$ cat src/rtl/instr_fetch_if.sv
// Fetch-stage bundle: PC register, instruction memory, redirect and decode sides.
// Pure wiring, no latency of its own.
// Backpressure flows through IMEM_GNT (memory side) and DEC_READY (decode side).
interface instr_fetch_if;
  logic [31:0] PC;
  logic [31:0] PC_NEXT;
  logic        PC_WRITE;
  logic [31:0] IMEM_ADDR;
  logic        IMEM_REQ;
  logic        IMEM_GNT;
  logic [31:0] IMEM_RDATA;
  logic        IMEM_RVALID;
  logic        REDIRECT;
  logic [31:0] REDIRECT_PC;
  logic [31:0] IR;
  logic [31:0] IR_PC;
  logic        IR_VALID;
  logic        DEC_READY;

  // Fetch stage side
  modport master (
    input  PC,
    output PC_NEXT, PC_WRITE,
    output IMEM_ADDR, IMEM_REQ,
    input  IMEM_GNT, IMEM_RDATA, IMEM_RVALID,
    input  REDIRECT, REDIRECT_PC,
    output IR, IR_PC, IR_VALID,
    input  DEC_READY
  );

  // Surrounding pipeline / memory side
  modport slave (
    output PC,
    input  PC_NEXT, PC_WRITE,
    input  IMEM_ADDR, IMEM_REQ,
    output IMEM_GNT, IMEM_RDATA, IMEM_RVALID,
    output REDIRECT, REDIRECT_PC,
    input  IR, IR_PC, IR_VALID,
    output DEC_READY
  );
endinterface

$ cat src/rtl/instr_fetch.sv
// Instruction fetch: drives the PC register, issues in-order memory reads, buffers {PC, instr}.
// Grant to IR_VALID is memory latency + 1 cycle; no response bypass.
// Requests stop when buffered + live in-flight fetches would exceed DEPTH; decode stalls via DEC_READY.
module instr_fetch #(
  parameter int DEPTH = 4
) (
  input logic           CLK,
  input logic           RESET,
  instr_fetch_if.master bus
);
  localparam int AW = $clog2(DEPTH);
  localparam int CW = AW + 1;
  localparam logic [CW:0]   DEPTH_W = DEPTH[CW:0];
  localparam logic [CW-1:0] DEPTH_C = DEPTH[CW-1:0];
  localparam logic [31:0]   NOP     = 32'h0000_0013;

  // Occupancy, outstanding requests, and responses still to be thrown away
  logic [CW-1:0] occ_cnt;
  logic [CW-1:0] out_cnt;
  logic [CW-1:0] drop_cnt;
  logic [CW-1:0] out_nxt;

  // Instruction buffer and the queue of PCs whose responses are still pending
  logic [31:0]   ir_mem [DEPTH];
  logic [31:0]   pc_mem [DEPTH];
  logic [31:0]   ifq    [DEPTH];
  logic [AW-1:0] wr_ptr;
  logic [AW-1:0] rd_ptr;
  logic [AW-1:0] ifq_wr;
  logic [AW-1:0] ifq_rd;

  logic          pop;
  logic          rsp;
  logic          push;
  logic          fetch;
  logic          credit_ok;
  logic [CW:0]   live;

  assign bus.IR_VALID  = (occ_cnt != '0);
  assign bus.IR        = bus.IR_VALID ? ir_mem[rd_ptr] : NOP;
  assign bus.IR_PC     = bus.IR_VALID ? pc_mem[rd_ptr] : 32'h0;
  assign bus.IMEM_ADDR = bus.PC;

  assign pop  = bus.IR_VALID & bus.DEC_READY & ~bus.REDIRECT;
  assign rsp  = bus.IMEM_RVALID & (out_cnt != '0);
  assign push = rsp & ~bus.REDIRECT & (drop_cnt == '0);

  // Buffered plus live in-flight entries, crediting a pop in this same cycle.
  // Stale responses do not occupy buffer space, so they are excluded.
  assign live = {1'b0, occ_cnt} + {1'b0, out_cnt} - {1'b0, drop_cnt} - {{CW{1'b0}}, pop};

  // The in-flight PC queue is DEPTH deep, so stale requests still count against it.
  assign credit_ok = (live < DEPTH_W) & ((out_cnt < DEPTH_C) | rsp);

  assign bus.IMEM_REQ = ~RESET & ~bus.REDIRECT & credit_ok;
  assign fetch        = bus.IMEM_REQ & bus.IMEM_GNT;
  assign out_nxt      = out_cnt + CW'(fetch) - CW'(rsp);

  // Next-PC select: redirect target (word aligned) wins over sequential fetch
  always_comb begin
    bus.PC_NEXT  = bus.PC + 32'd4;
    bus.PC_WRITE = 1'b0;
    if (!RESET) begin
      if (bus.REDIRECT) begin
        bus.PC_NEXT  = {bus.REDIRECT_PC[31:2], 2'b00};
        bus.PC_WRITE = 1'b1;
      end else if (fetch) begin
        bus.PC_WRITE = 1'b1;
      end
    end
  end

  // Counters and pointers; a redirect empties the buffer and marks all outstanding as stale
  always_ff @(posedge CLK) begin
    if (RESET) begin
      occ_cnt  <= '0;
      out_cnt  <= '0;
      drop_cnt <= '0;
      wr_ptr   <= '0;
      rd_ptr   <= '0;
      ifq_wr   <= '0;
      ifq_rd   <= '0;
    end else begin
      out_cnt <= out_nxt;
      if (fetch) ifq_wr <= ifq_wr + AW'(1);
      if (rsp)   ifq_rd <= ifq_rd + AW'(1);
      if (bus.REDIRECT) begin
        occ_cnt  <= '0;
        wr_ptr   <= '0;
        rd_ptr   <= '0;
        drop_cnt <= out_nxt;
      end else begin
        if (rsp && drop_cnt != '0) drop_cnt <= drop_cnt - CW'(1);
        if (push) wr_ptr <= wr_ptr + AW'(1);
        if (pop)  rd_ptr <= rd_ptr + AW'(1);
        occ_cnt <= occ_cnt + CW'(push) - CW'(pop);
      end
    end
  end

  // Storage writes; contents are only observed through valid pointers, so no reset
  always_ff @(posedge CLK) begin
    if (!RESET && fetch) ifq[ifq_wr] <= bus.PC;
    if (!RESET && push) begin
      ir_mem[wr_ptr] <= bus.IMEM_RDATA;
      pc_mem[wr_ptr] <= ifq[ifq_rd];
    end
  end
endmodule

$ cat src/flat_wrapper.sv
// flat-port wrapper written by rule: the top's interface ports become plain ports
module instr_fetch_flat 
#(
  parameter int DEPTH = 4
)
  (CLK, RESET, bus_PC, bus_PC_NEXT, bus_PC_WRITE, bus_IMEM_ADDR, bus_IMEM_REQ, bus_IMEM_GNT, bus_IMEM_RDATA, bus_IMEM_RVALID, bus_REDIRECT, bus_REDIRECT_PC, bus_IR, bus_IR_PC, bus_IR_VALID, bus_DEC_READY);
  instr_fetch_if bus_i ();
  input logic CLK;
  input logic RESET;
  input wire logic [$bits(bus_i.PC)-1:0] bus_PC;
  output wire logic [$bits(bus_i.PC_NEXT)-1:0] bus_PC_NEXT;
  output wire logic [$bits(bus_i.PC_WRITE)-1:0] bus_PC_WRITE;
  output wire logic [$bits(bus_i.IMEM_ADDR)-1:0] bus_IMEM_ADDR;
  output wire logic [$bits(bus_i.IMEM_REQ)-1:0] bus_IMEM_REQ;
  input wire logic [$bits(bus_i.IMEM_GNT)-1:0] bus_IMEM_GNT;
  input wire logic [$bits(bus_i.IMEM_RDATA)-1:0] bus_IMEM_RDATA;
  input wire logic [$bits(bus_i.IMEM_RVALID)-1:0] bus_IMEM_RVALID;
  input wire logic [$bits(bus_i.REDIRECT)-1:0] bus_REDIRECT;
  input wire logic [$bits(bus_i.REDIRECT_PC)-1:0] bus_REDIRECT_PC;
  output wire logic [$bits(bus_i.IR)-1:0] bus_IR;
  output wire logic [$bits(bus_i.IR_PC)-1:0] bus_IR_PC;
  output wire logic [$bits(bus_i.IR_VALID)-1:0] bus_IR_VALID;
  input wire logic [$bits(bus_i.DEC_READY)-1:0] bus_DEC_READY;
  assign bus_i.PC = bus_PC;
  assign bus_PC_NEXT = bus_i.PC_NEXT;
  assign bus_PC_WRITE = bus_i.PC_WRITE;
  assign bus_IMEM_ADDR = bus_i.IMEM_ADDR;
  assign bus_IMEM_REQ = bus_i.IMEM_REQ;
  assign bus_i.IMEM_GNT = bus_IMEM_GNT;
  assign bus_i.IMEM_RDATA = bus_IMEM_RDATA;
  assign bus_i.IMEM_RVALID = bus_IMEM_RVALID;
  assign bus_i.REDIRECT = bus_REDIRECT;
  assign bus_i.REDIRECT_PC = bus_REDIRECT_PC;
  assign bus_IR = bus_i.IR;
  assign bus_IR_PC = bus_i.IR_PC;
  assign bus_IR_VALID = bus_i.IR_VALID;
  assign bus_i.DEC_READY = bus_DEC_READY;
  instr_fetch #(.DEPTH(DEPTH)) u_core (.CLK(CLK), .RESET(RESET), .bus(bus_i));
endmodule
$ cat config.mk
export PLATFORM = sky130hd
export DESIGN_NAME = instr_fetch_flat
export DESIGN_NICKNAME = d
export VERILOG_FILES = /design/src/rtl/instr_fetch_if.sv /design/src/rtl/instr_fetch.sv /design/src/flat_wrapper.sv
export SDC_FILE = /design/constraint.sdc
export NUM_CORES = 1
export LEC_CHECK = 0
export ABC_CLOCK_PERIOD_IN_PS = 11840
export CELL_PAD_IN_SITES_DETAIL_PLACEMENT = 1
export CELL_PAD_IN_SITES_GLOBAL_PLACEMENT = 2
export CORE_UTILIZATION = 44
export CTS_CLUSTER_DIAMETER = 50
export DETAILED_ROUTE_END_ITERATION = 6
export MAX_ROUTING_LAYER = met4
export PLACE_DENSITY_LB_ADDON = 0.1
export RECOVER_POWER = 50
export SYNTH_ARGS = -nofsm -noshare
export SYNTH_HDL_FRONTEND = slang
export SYNTH_SLANG_ARGS = --single-unit
$ cat constraint.sdc
create_clock -name CLK -period 11.84 [get_ports CLK]
set_input_delay 2.368 -clock CLK [delete_from_list [all_inputs] [get_ports CLK]]
set_output_delay 2.368 -clock CLK [all_outputs]
set_load 0.02 [all_outputs]
==> qor.csv <==
metric,value,unit
synth_commonest_cells,"edfxtp_1 (384), mux4_2 (96), and2_1 (69)",
cp.arrival,6810,ps
rrSetupSlack,7230,ps
hold_depth,2,
critPathCaptureType,primary output,
ys_dominant_reg_cell,edfxtp_1,
gr-usage-all-layers,19.26,%
synth_warnings,0,
syn-instance-count,909,
yosysMostFrequentCell,edfxtp_1,
nFillCells,3466,
finalMaxSlewViolations,293,
clock_latency,530,ps
cts_buffers,44,
firstDrtPassIters,7,
cts_tree,done,
synth.top_cell.area_share,68.96,%
slew_headroom,-134.2,%
rr_endpoint,u_core.ifq[0][12],
wl_met2,16460,um
top_layer,met4,
avgRoutedWirePerCell,21.22,um
maxCapViolations,5,
fmax,109.0,MHz
ir_drop,82.39,uV
synth_area,0.01672,mm2
dp.cells,1583,
holdWs,521.0,ps
synth_adder_area_share,1.990,%
clock_skew,11.34,ps
ctsHoldBuffers,0,
drive_gt1_share,15.03,%
met3_length,1753,um
die_w,197.0,um
design.core.area,0.03749,mm2
drc,0,
synthTopCellsByArea,"edfxtp_1 (69%), mux4_2 (13%), and2_1 (2.6%)",
die_area,0.03879,mm2
gp_congestion,0.7124,
diodes,0,
hold_violations,0,
grt_antenna_before_repair,0,
required,9470,ps
setup_viol,0,
numClockSinks,405,
row_count,71,
clkTransAtPathRegs,60,ps
wl_met1,16270,um
regToRegStartpoint,u_core.occ_cnt[1],
nets,1243,
leakage,6.546,nW
grt_pass1_vias,9447,
antenna_left,0,
tightestPinTransition,3514,ps
num_vias,8808,
status,"complete, but fails checks",
start_kind,primary input,
synthXorXnorAreaFrac,0.9428,%
period_share,77.48,%
dr.first_iter.drc_count,421,
synth_edf_count,384,
drt_wl_total,35120,um
min_from,u_core.rd_ptr[1],
yosysTopAreaCell,edfxtp_1,
synthSimpleGateAreaFrac,6.996,%
ios,233,
finalNonFillerCells,1655,
worstPathMaxFanout,11,
yosys_register_bits,405,
fin_crit,9173,ps
seq_area_frac_synth,71.47,%
worstSetupPathType,in -> out,
r2r_cells,13,
post-cts-setup-buffers,0,
syn_nets,1034,
viasPerCell,5.322,
synth.mux.area_fraction,13.25,%
cts_resized,0,
grt_max_degree,65,
die_h,197.0,um
synth_top_family_by_area,multiplexers,
synthArstFlopShare,0,%
dp_hpwl,21520,um
syn_avg_cell_area,18.40,um2
rsz0062_at_grt,false,
grt_pass1_wl,54580,um
clockRootBuffer,clkbuf_16,
grt-ovfl-total,0,
synth_compound_area_share,2.290,%
h-tree-depth,2,
start_util,44.61,%
synth_cell_types,50,
clockBufferDepth,3,
fin_setup_tns,0,ps
violations,"capacitance limit, slew limit",
hold_path.class,reg -> reg,
synthToLayoutAreaGrowth,23.29,%
p_per_area,167.7,mW/mm2
io_buffers,230,
==> cell families (layout without fill, tap and decap cells) <==
| family | count (synthesis) | after routing |
|---|---|---|
| AOI/OAI and AO/OA | 60 | 60 |
| xor gates and xnor gates | 18 | 18 |
| adders and majority gates | 23 | 23 |
| buffers and inverters | 97 | 332 |
| DFF | 405 | 405 |
| muxes | 101 | 101 |
| and+or+nand+nor | 205 | 205 |
==> placed cells by master (no fill, tap or decap), drive strengths merged, types with 21 or more instances in the layout <==
master         Yosys  layout
and2              69      69
dfxtp             21      21
inv               21      23
dlygate4sd3        0      67
nor2              37      37
clkbuf            27      54
clkdlybuf4s50      0     163
nand2             24      24
edfxtp           384     384
mux4              96      96
==> cell type report <==
| class | instances | area [um2] | share of cell area (%) |
|---|---|---|---|
| inverter | 21 | 78.83 | 0.3823 |
| clock inverter | 19 | 147.6 | 0.7161 |
| tap | 511 | 639.4 | 3.101 |
| timing repair buffer | 239 | 2366 | 11.48 |
| multi-input combinational | 407 | 4259 | 20.66 |
| clock buffer | 53 | 1166 | 5.656 |
| sequential | 405 | 11960 | 58.01 |
==> layer usage <==
layer,up-vias,track usage (%)
met1,4508,26.41
met5,-,-
met2,258,30.35
met3,56,3.046
met4,0,4.795
li1,3986,-
==> registers in the layout (all words and copies together), names as in the netlist, named ones only <==
signal,count
u_core.ifq,128
u_core.ir_mem,128
u_core.pc_mem,128
u_core.drop_cnt,3
u_core.occ_cnt,3
u_core.out_cnt,3
u_core.ifq_rd,2
u_core.ifq_wr,2
u_core.rd_ptr,2
u_core.wr_ptr,2
==> power by group <==
part / internal, mW / switching (mW) / total, mW
sequential: 1.67 / 0.0260 / 1.69
combinational: 0.233 / 0.278 / 0.511
clock: 0.739 / 0.513 / 1.25
total: 2.64 / 0.817 / 3.46
==> metrics by stage <==
| step | total power [mW] | utilization, % | setup slack, ps | instance area, um2 |
|---|---|---|---|---|
| 6_report | 3.457 | 55.00 | 2667 | 20620 |
| 5_1_grt | 3.597 | 55.00 | 2440 | 20620 |
| 4_1_cts | 3.507 | 55.06 | 2689 | 20640 |
| 3_5_place_dp | 2.246 | 51.56 | 2688 | 19330 |
| 3_3_place_gp | 2.233 | 51.56 | 2698 | 19330 |
| 2_1_floorplan | 2.041 | - | 4124 | 16720 |
==> worst max-delay path, stage by stage <==
cell             delay [ps]
dlygate4sd3_1           700
nor3b_1                 510
inv_1                   150
fa_1                    550
inv_1                    50
fa_1                    350
inv_1                    60
ha_1                    210
and3b_1                 170
or4_1                   510
a21oi_2                 390
nand2b_1                170
clkdlybuf4s50_1         610
==> worst max path at each step <==
stage / to / start / cells past startpoint / slack (ps)
5_1_grt: bus_PC_WRITE / bus_REDIRECT / 13 / 2440
2_1_floorplan: bus_PC_WRITE / bus_REDIRECT / 12 / 4120
3_5_place_dp: bus_PC_WRITE / bus_REDIRECT / 13 / 2690
3_3_place_gp: bus_PC_WRITE / bus_REDIRECT / 13 / 2700
6_report: bus_PC_WRITE / bus_REDIRECT / 13 / 2670
4_1_cts: bus_PC_WRITE / bus_REDIRECT / 13 / 2690
Note: power is estimated with default switching activity, not from simulation.
